## config.mk

```make
export PLATFORM = sky130hd
export DESIGN_NAME = uch_ctrl
export DESIGN_NICKNAME = d
export VERILOG_FILES = /design/src/rtl/uch_pkg.sv /design/src/rtl/uch_debounce.sv /design/src/rtl/uch_ctrl.sv
export SDC_FILE = /design/constraint.sdc
export NUM_CORES = 1
export LEC_CHECK = 0
export BUFFER_PORTS_ARGS = -buffer_cell sky130_fd_sc_hd__buf_2
export CAP_MARGIN = 20
export CORE_ASPECT_RATIO = 1.1
export CORE_MARGIN = 2
export CORE_UTILIZATION = 25
export CTS_BUF_LIST = sky130_fd_sc_hd__clkbuf_8
export DETAILED_ROUTE_END_ITERATION = 16
export SKIP_CTS_REPAIR_TIMING = 1
export SLEW_MARGIN = 20
export SYNTH_ARGS = -nofsm -noshare
export SYNTH_HDL_FRONTEND = slang
export SYNTH_HIERARCHICAL = 1
export SYNTH_SLANG_ARGS = --single-unit
export TNS_END_PERCENT = 30
```

## constraint.sdc

```tcl
create_clock -name uch_ctrl_clk -period 2.1 [get_ports uch_ctrl_clk]
set_clock_uncertainty 0.1 [all_clocks]
set_input_delay 0.105 -clock uch_ctrl_clk [delete_from_list [all_inputs] [get_ports uch_ctrl_clk]]
set_output_delay 0.105 -clock uch_ctrl_clk [all_outputs]
set_load 0.02 [all_outputs]
```

## src/rtl/uch_pkg.sv

```systemverilog
// rtl/uch_pkg.sv - shared constants for the uch counter control front-end
package uch_pkg;

  localparam logic [1:0] ST_IDLE = 2'b00;
  localparam logic [1:0] ST_RUN  = 2'b01;
  localparam logic [1:0] ST_HOLD = 2'b10;

  localparam logic DIR_UP = 1'b1;
  localparam logic DIR_DN = 1'b0;

  localparam int CNT_W_DEF = 4;

endpackage

```

## src/rtl/uch_debounce.sv

```systemverilog
// rtl/uch_debounce.sv - button synchronizer, debouncer and registered rising-edge pulse
module uch_debounce
  import uch_pkg::*;
#(
  parameter int DB_CYCLES = 4
) (
  input  logic clk,
  input  logic rst,
  input  logic raw,
  output logic level,
  output logic rise
);

  localparam int CW = (DB_CYCLES > 2) ? $clog2(DB_CYCLES) : 1;

  logic          sync1_q, sync2_q;
  logic          level_q, level_d;
  logic          level_dly_q;
  logic          rise_q, rise_d;
  logic [CW-1:0] cnt_q, cnt_d;

  // The flip happens on the DB_CYCLES-th consecutive mismatch, so the counter only reaches DB_CYCLES-1.
  always_comb begin
    level_d = level_q;
    cnt_d   = '0;
    if (sync2_q != level_q) begin
      if (cnt_q == CW'(DB_CYCLES - 1)) begin
        level_d = ~level_q;
      end else begin
        cnt_d = cnt_q + 1'b1;
      end
    end
    rise_d = level_q & ~level_dly_q;
  end

  always_ff @(posedge clk or negedge rst) begin
    if (!rst) begin
      sync1_q     <= 1'b0;
      sync2_q     <= 1'b0;
      level_q     <= 1'b0;
      level_dly_q <= 1'b0;
      rise_q      <= 1'b0;
      cnt_q       <= '0;
    end else begin
      sync1_q     <= raw;
      sync2_q     <= sync1_q;
      level_q     <= level_d;
      level_dly_q <= level_q;
      rise_q      <= rise_d;
      cnt_q       <= cnt_d;
    end
  end

  assign level = level_q;
  assign rise  = rise_q;

endmodule

```

## src/rtl/uch_ctrl.sv

```systemverilog
// rtl/uch_ctrl.sv - run/direction control FSM with terminal-count auto-stop for the uch counter
module uch_ctrl
  import uch_pkg::*;
#(
  parameter int DB_CYCLES = 4,
  parameter int CNT_W     = CNT_W_DEF,
  parameter int AUTO_STOP = 1
) (
  input  logic             uch_ctrl_clk,
  input  logic             uch_ctrl_rst,
  input  logic             uch_ctrl_run,
  input  logic             uch_ctrl_dir,
  input  logic [CNT_W-1:0] uch_ctrl_q,
  output logic             uch_ctrl_en,
  output logic             uch_ctrl_sel,
  output logic             uch_ctrl_lim
);

  localparam logic             AS_EN   = (AUTO_STOP != 0);
  localparam logic [CNT_W-1:0] Q_MAX   = {CNT_W{1'b1}};
  localparam logic [CNT_W-1:0] Q_MAXM1 = {{(CNT_W-1){1'b1}}, 1'b0};
  localparam logic [CNT_W-1:0] Q_ONE   = CNT_W'(1);

  logic             run_lvl_unused, dir_lvl_unused;
  logic             run_rise, dir_rise;
  logic [1:0]       state_q, state_d;
  logic             sel_q, sel_d;
  logic             en_q, en_d;
  logic             lim_q, lim_d;
  logic [CNT_W-1:0] term_val, appr_val;

  uch_debounce #(.DB_CYCLES(DB_CYCLES)) u_db_run (
    .clk   (uch_ctrl_clk),
    .rst   (uch_ctrl_rst),
    .raw   (uch_ctrl_run),
    .level (run_lvl_unused),
    .rise  (run_rise)
  );

  uch_debounce #(.DB_CYCLES(DB_CYCLES)) u_db_dir (
    .clk   (uch_ctrl_clk),
    .rst   (uch_ctrl_rst),
    .raw   (uch_ctrl_dir),
    .level (dir_lvl_unused),
    .rise  (dir_rise)
  );

  // Terminal and approach compares use the post-toggle direction so a same-cycle dir press is honoured.
  always_comb begin
    sel_d    = sel_q ^ dir_rise;
    term_val = (sel_d == DIR_UP) ? Q_MAX   : '0;
    appr_val = (sel_d == DIR_UP) ? Q_MAXM1 : Q_ONE;
    state_d  = state_q;
    case (state_q)
      ST_IDLE: begin
        if (run_rise && !(AS_EN && (uch_ctrl_q == term_val))) state_d = ST_RUN;
      end
      ST_RUN: begin
        if (run_rise)                                          state_d = ST_IDLE;
        else if (AS_EN && en_q && (uch_ctrl_q == appr_val))    state_d = ST_HOLD;
      end
      ST_HOLD: begin
        if (run_rise)      state_d = ST_IDLE;
        else if (dir_rise) state_d = ST_RUN;
      end
      default: state_d = ST_IDLE;
    endcase
    en_d  = (state_d == ST_RUN);
    lim_d = (state_d == ST_HOLD);
  end

  always_ff @(posedge uch_ctrl_clk or negedge uch_ctrl_rst) begin
    if (!uch_ctrl_rst) begin
      state_q <= ST_IDLE;
      sel_q   <= DIR_UP;
      en_q    <= 1'b0;
      lim_q   <= 1'b0;
    end else begin
      state_q <= state_d;
      sel_q   <= sel_d;
      en_q    <= en_d;
      lim_q   <= lim_d;
    end
  end

  assign uch_ctrl_en  = en_q;
  assign uch_ctrl_sel = sel_q;
  assign uch_ctrl_lim = lim_q;

endmodule

```

==> results.json, run 1 <==
{
  "p_seq_frac": 0.513,
  "drv_cap": 0,
  "io_buffer_count": 10,
  "num_vias": 430,
  "clock_latency_ps": 250,
  "switching_power_w": 0.0003463,
  "holdPathEnd": "state_q[0]$_DFF_PN0_",
  "cts_sinks": 19,
  "die-area_sq_mm": 0.003313,
  "die_w_microns": 55.06,
  "p_int_w": 0.0007840,
  "drtAntennaViolNets": 0,
  "place_congestion": 0.6696,
  "netlist_top_cells_area": "dfrtp_1 63%, dfstp_2 3.7%, xnor2_1 3.7%",
  "fillers": 282,
  "antenna_found_initial": 0,
  "outcome": "completed",
  "tightest_slew_ps": 409.0,
  "top_layer_used": "met3",
  "p_per_area_mw_per_mm2": 1280,
  "clkTransAtPathRegs_ps": 70,
  "final_cell_mix": "18 x dfrtp_1, 10 x buf_2, 4 x nor2b_1",
  "grt_pass1_wl_mm": 1.821,
  "hold_start": "uch_ctrl_q[0]",
  "cp.required_ps": 2110,
  "routed_via_density": 4.388,
  "path_class": "reg2reg",
  "cts_root_buf": "clkbuf_8",
  "rr_endpoint": "uch_ctrl_en$_DFF_PN0_",
  "core-area_sq_mm": 0.002753,
  "grt_pass1_vias": 450,
  "fmax_mhz": 539.1,
  "grt_max_degree": 20,
  "htreeDepth": 1,
  "netlist_instances": 48,
  "yosys_register_bits": 19,
  "syn_to_final_growth_pct": 23.21,
  "grt_overflow": 0,
  "dr_wl_met2_microns": 558,
  "cp-start-kind": "register",
  "dp_hpwl_microns": 777.8,
  "synth_nets": 58,
  "wl_per_cell_microns": 10.96,
  "final_area_sq_um": 883.3,
  "hold_viol": 0,
  "worstReg2RegStart": "uch_ctrl_sel$_DFF_PN1_",
  "relSlewSlack": 0.7273,
  "drive_above_1_share": 0.2923,
  "period_share": 0.8834,
  "fin_ws_ps": 244.9,
  "numCtsBuffers": 3,
  "ir_worst_vdd_mv": 0.5308,
  "met3_length_microns": 67,
  "synth_seq_area_share": 0.6649,
  "die_h_microns": 60.17,
  "synth_top_cell_by_area": "dfrtp_1",
  "r2r_slack_ps": 240,
  "cp-end-kind": "register",
  "grt_use_total": 0.07935,
  "yosysTopAreaCellShare": 0.6283,
  "wl_mm": 1.074,
  "path_max_fanout": 4,
  "cts.path.max_buffers": 2,
  "start_util": 0.2605,
  "diodes": 0,
  "place_area_sq_um": 808.3,
  "finalSetupViolCount": 0,
  "drtIter0Drc": 0,
  "layout_commonest_cell": "dfrtp_1",
  "cellLeakagePower_nw": 0.4020,
  "r2r_cells": 4,
  "pin_count": 11,
  "comb_power_share": 0.277,
  "slew_violations": 0,
  "cts_tree": "done",
  "syn_area_per_cell_sq_um": 14.94,
  "drc": 0,
  "yosys_warnings": 6,
  "rsz0062_at_grt": "false",
  "drtPass1Iterations": 1,
  "fin_setup_tns_ps": 0,
  "rows": 20,
  "drt-met1-wl_microns": 448,
  "layout.nets": 76,
  "pre_cts_slack_ps": 244.4,
  "arrival_ps": 1870,
  "switching_share": 0.3064,
  "holdPathStages": 3,
  "hp-class": "in2reg",
  "netlist_area_sq_um": 716.9,
  "synth_cell_types": 21,
  "fin_crit_ps": 1855,
  "clkPwrFrac": 0.211
}
==> state kept, by name, indices dropped and copies added (netlist names) <==
signal and cells:
state_q 2, u_db_dir/cnt_q 2, u_db_run/cnt_q 2, u_db_dir/level 1
u_db_dir/level_dly_q 1, u_db_dir/rise 1, u_db_dir/sync1_q 1, u_db_dir/sync2_q 1
u_db_run/level 1, u_db_run/level_dly_q 1, u_db_run/rise 1, u_db_run/sync1_q 1
u_db_run/sync2_q 1, uch_ctrl_en 1, uch_ctrl_lim 1, uch_ctrl_sel 1
==> power by group through the flow <==
stage	Combinational, W	Sequential, W	Clock, W
floorplan	0.000219	0.000596	0
global placement	0.000306	0.000580	0
detailed placement	0.000313	0.000589	0
CTS	0.000316	0.000584	0.000253
global route	0.000366	0.000599	0.000268
finish	0.000313	0.000579	0.000238
==> stage by stage <==
| stage | util | power (W) | hold WS (ps) | cells |
|---|---|---|---|---|
| 2_1_floorplan | - | 0.0008147 | -290.6 | 48 |
| 3_3_place_gp | 0.2936 | 0.0008864 | -35.21 | 91 |
| 3_5_place_dp | 0.2936 | 0.0009021 | -31.74 | 91 |
| 4_1_cts | 0.3100 | 0.001153 | -308.5 | 95 |
| 5_1_grt | 0.3209 | 0.001233 | 174.0 | 98 |
| 6_report | 0.3209 | 0.001130 | 133.6 | 98 |
==> routing by layer <==
metal | vias up | track usage
li1 | 206 | -
met2 | 12 | 0.1293
met5 | - | 0
met4 | 0 | 0.02091
met1 | 212 | 0.08791
met3 | 0 | 0.04500
==> cells in the mapped netlist <==
master    number
or4_4          1
a211oi_1       1
xor2_1         1
nor2_1         1
or3b_2         1
ha_1           2
or4bb_1        1
nand4_1        1
nor3_2         2
dfstp_2        1
xnor2_1        3
or4b_2         1
nand2_1        1
o21ai_1        2
mux2i_1        1
a211o_1        1
o221ai_1       2
inv_1          1
nor2b_1        4
mux2_1         2
dfrtp_1       18
==> how the worst max path moves through the flow <==
stage	slack [ps]	endpoint	startpoint
after global routing	180	state_q[0]$_DFF_PN0_	uch_ctrl_sel$_DFF_PN1_
after detailed placement	240	uch_ctrl_en$_DFF_PN0_	uch_ctrl_sel$_DFF_PN1_
final	240	uch_ctrl_en$_DFF_PN0_	uch_ctrl_sel$_DFF_PN1_
after floorplan	290	state_q[0]$_DFF_PN0_	uch_ctrl_sel$_DFF_PN1_
after CTS	230	uch_ctrl_en$_DFF_PN0_	uch_ctrl_sel$_DFF_PN1_
after global placement	330	uch_ctrl_en$_DFF_PN0_	uch_ctrl_sel$_DFF_PN1_
==> area by class of cell <==
type	count	area (sq um)	share of cell area
Timing Repair Buffer	13	80.08	0.09065
Inverter	1	3.754	0.004249
Tap cell	33	41.29	0.04674
Clock inverter	1	3.754	0.004249
Clock buffer	3	41.29	0.04674
Sequential cell	19	476.7	0.5397
Multi-Input combinational cell	28	236.5	0.2677
==> cell families (layout without fill, tap and decap cells) <==
kind of cell,after synthesis,in the layout,synth area share
flops,19,19,0.6649
simple gates,13,13,0.1396
compound gates,6,6,0.06109
xor+xnor,4,4,0.04887
mux,3,3,0.04537
fa+ha+maj,2,2,0.03490
buf+inv,1,18,0.005231
==> worst max-delay path: stages (launching register included) <==
cell	delay, ps
dfstp_2	540
xor2_1	120
or4_4	440
a211oi_1	340
o221ai_1	180
Note: power is estimated with default switching activity, not from simulation.
==> run 2, diff against run 1 <==
--- a/config.mk
+++ b/config.mk
@@ -7,11 +7,14 @@
 export LEC_CHECK = 0
 export BUFFER_PORTS_ARGS = -buffer_cell sky130_fd_sc_hd__buf_2
 export CAP_MARGIN = 20
+export CELL_PAD_IN_SITES_DETAIL_PLACEMENT = 2
+export CELL_PAD_IN_SITES_GLOBAL_PLACEMENT = 2
 export CORE_ASPECT_RATIO = 1.1
 export CORE_MARGIN = 2
 export CORE_UTILIZATION = 25
 export CTS_BUF_LIST = sky130_fd_sc_hd__clkbuf_8
 export DETAILED_ROUTE_END_ITERATION = 16
+export PLACE_DENSITY_LB_ADDON = 0.1
 export SKIP_CTS_REPAIR_TIMING = 1
 export SLEW_MARGIN = 20
 export SYNTH_ARGS = -nofsm -noshare
==> run 2 against run 1 <==
  * Combinational power grew 2%
  * Routed wire length up 13%
  * Critical path depth is the same
==> results.json, run 2 (synthesized netlist as in run 1, its figures left out) <==
{
  "cts_tree": "done",
  "ir_worst_vdd_mv": 0.4717,
  "fin_crit_ps": 1818,
  "path_max_fanout": 4,
  "die-area_sq_mm": 0.003313,
  "start_util": 0.2605,
  "dp_hpwl_microns": 893.5,
  "drive_above_1_share": 0.2923,
  "numCtsBuffers": 3,
  "cellLeakagePower_nw": 0.4020,
  "p_per_area_mw_per_mm2": 1301,
  "period_share": 0.8658,
  "final_cell_mix": "18 x dfrtp_1, 10 x buf_2, 4 x nor2b_1",
  "path_class": "reg2reg",
  "drc": 0,
  "drtPass1Iterations": 2,
  "worst_hold_slack_ps": 146.6,
  "cts_sinks": 19,
  "relSlewSlack": 0.7180,
  "grt_pass1_vias": 481,
  "clock_latency_ps": 250,
  "place_congestion": 0.6109,
  "fmax_mhz": 550.0,
  "grt_overflow": 0,
  "htreeDepth": 1,
  "cts_root_buf": "clkbuf_8",
  "core-area_sq_mm": 0.002753,
  "drtAntennaViolNets": 0,
  "cp-end-kind": "register",
  "arrival_ps": 1840,
  "r2r_slack_ps": 280,
  "routed_via_density": 4.602,
  "pin_count": 11,
  "reg.largest.list": "state_q (2), u_db_dir/cnt_q (2), u_db_run/cnt_q (2)",
  "antenna_found_initial": 0,
  "layout.nets": 76,
  "clkTransAtPathRegs_ps": 70,
  "grt_max_degree": 20,
  "grt_pass1_wl_mm": 2.083,
  "tightest_slew_ps": 423.0,
  "rsz0062_at_grt": "false",
  "grt_use_total": 0.09276,
  "wl_per_cell_microns": 12.36,
  "finalSetupViolCount": 0,
  "fin_setup_tns_ps": 0,
  "hold_viol": 0,
  "syn_to_final_growth_pct": 23.21,
  "num_vias": 451,
  "drtIter0Drc": 1,
  "cp-start-kind": "register",
  "rows": 20,
  "cts.path.max_buffers": 2,
  "drv_cap": 0,
  "layout_commonest_cell": "dfrtp_1",
  "fillers": 299,
  "slew_violations": 0,
  "outcome": "completed",
  "hp-class": "in2reg",
  "diodes": 0,
  "io_buffer_count": 10,
  "die_h_microns": 60.17,
  "cp.required_ps": 2120,
  "die_w_microns": 55.06,
  "wl_mm": 1.211
}
[run 2: cell counts in the layout (fill, tap and decap cells not counted)]
No cell type changed its count.
[run 2: per-stage QoR]
step / instances / power [W] / cell area (sq um) / setup WS [ps] / utilization
final: 98 / 0.001149 / 883.3 / 281.9 / 0.3209
after global routing: 98 / 0.001252 / 883.3 / 91.03 / 0.3209
after CTS: 95 / 0.001172 / 853.3 / 239.2 / 0.3100
after detailed placement: 91 / 0.0009124 / 808.3 / 250.5 / 0.2936
after global placement: 91 / 0.0009028 / 808.3 / 294.1 / 0.2936
after floorplan: 48 / 0.0008147 / 716.9 / 293.0 / -
[run 2: per-layer routing]
| layer | vias to the layer above | track usage | wire length [microns] |
|---|---|---|---|
| li1 | 205 | - | - |
| met1 | 235 | 0.1043 | 539 |
| met2 | 11 | 0.1565 | 599 |
| met3 | 0 | 0.02250 | 72 |
| met4 | 0 | 0.05226 | 0 |
| met5 | - | 0 | 0 |
[run 2: cell type report]
| class | instances | area, sq um | share of cell area |
|---|---|---|---|
| multi-input cells | 28 | 236.5 | 0.2677 |
| repair buffers | 13 | 80.08 | 0.09065 |
| inverters | 1 | 3.754 | 0.004249 |
| clock buffers | 3 | 41.29 | 0.04674 |
| well taps | 33 | 41.29 | 0.04674 |
| clock inverters | 1 | 3.754 | 0.004249 |
| flip-flops and latches | 19 | 476.7 | 0.5397 |
[run 2: where the power goes]
part / internal (W) / switching [W] / leakage, nW
Combinational: 0.000155 / 0.000164 / 0.140
Clock: 0.000130 / 0.000121 / 0.0269
Sequential: 0.000500 / 0.0000790 / 0.235
[run 2: path summary, 6_finish.rpt]
check                      cells after the start                        from                          to
setup / recovery                               4      uch_ctrl_sel$_DFF_PN1_       uch_ctrl_en$_DFF_PN0_
hold / removal                                 3               uch_ctrl_q[0]        state_q[0]$_DFF_PN0_
setup reg to reg                               4      uch_ctrl_sel$_DFF_PN1_       uch_ctrl_en$_DFF_PN0_
hold reg to reg                                0  u_db_run/sync1_q$_DFF_PN0_  u_db_run/sync2_q$_DFF_PN0_
max in group asynchronous                      2                uch_ctrl_rst      uch_ctrl_sel$_DFF_PN1_
min in group asynchronous                      2                uch_ctrl_rst        state_q[0]$_DFF_PN0_
[run 2: worst max-delay path: stages, from the launching register on]
cell      delay (ps)
dfstp_2          540
xor2_1           110
or4_4            450
a211oi_1         320
o221ai_1         170
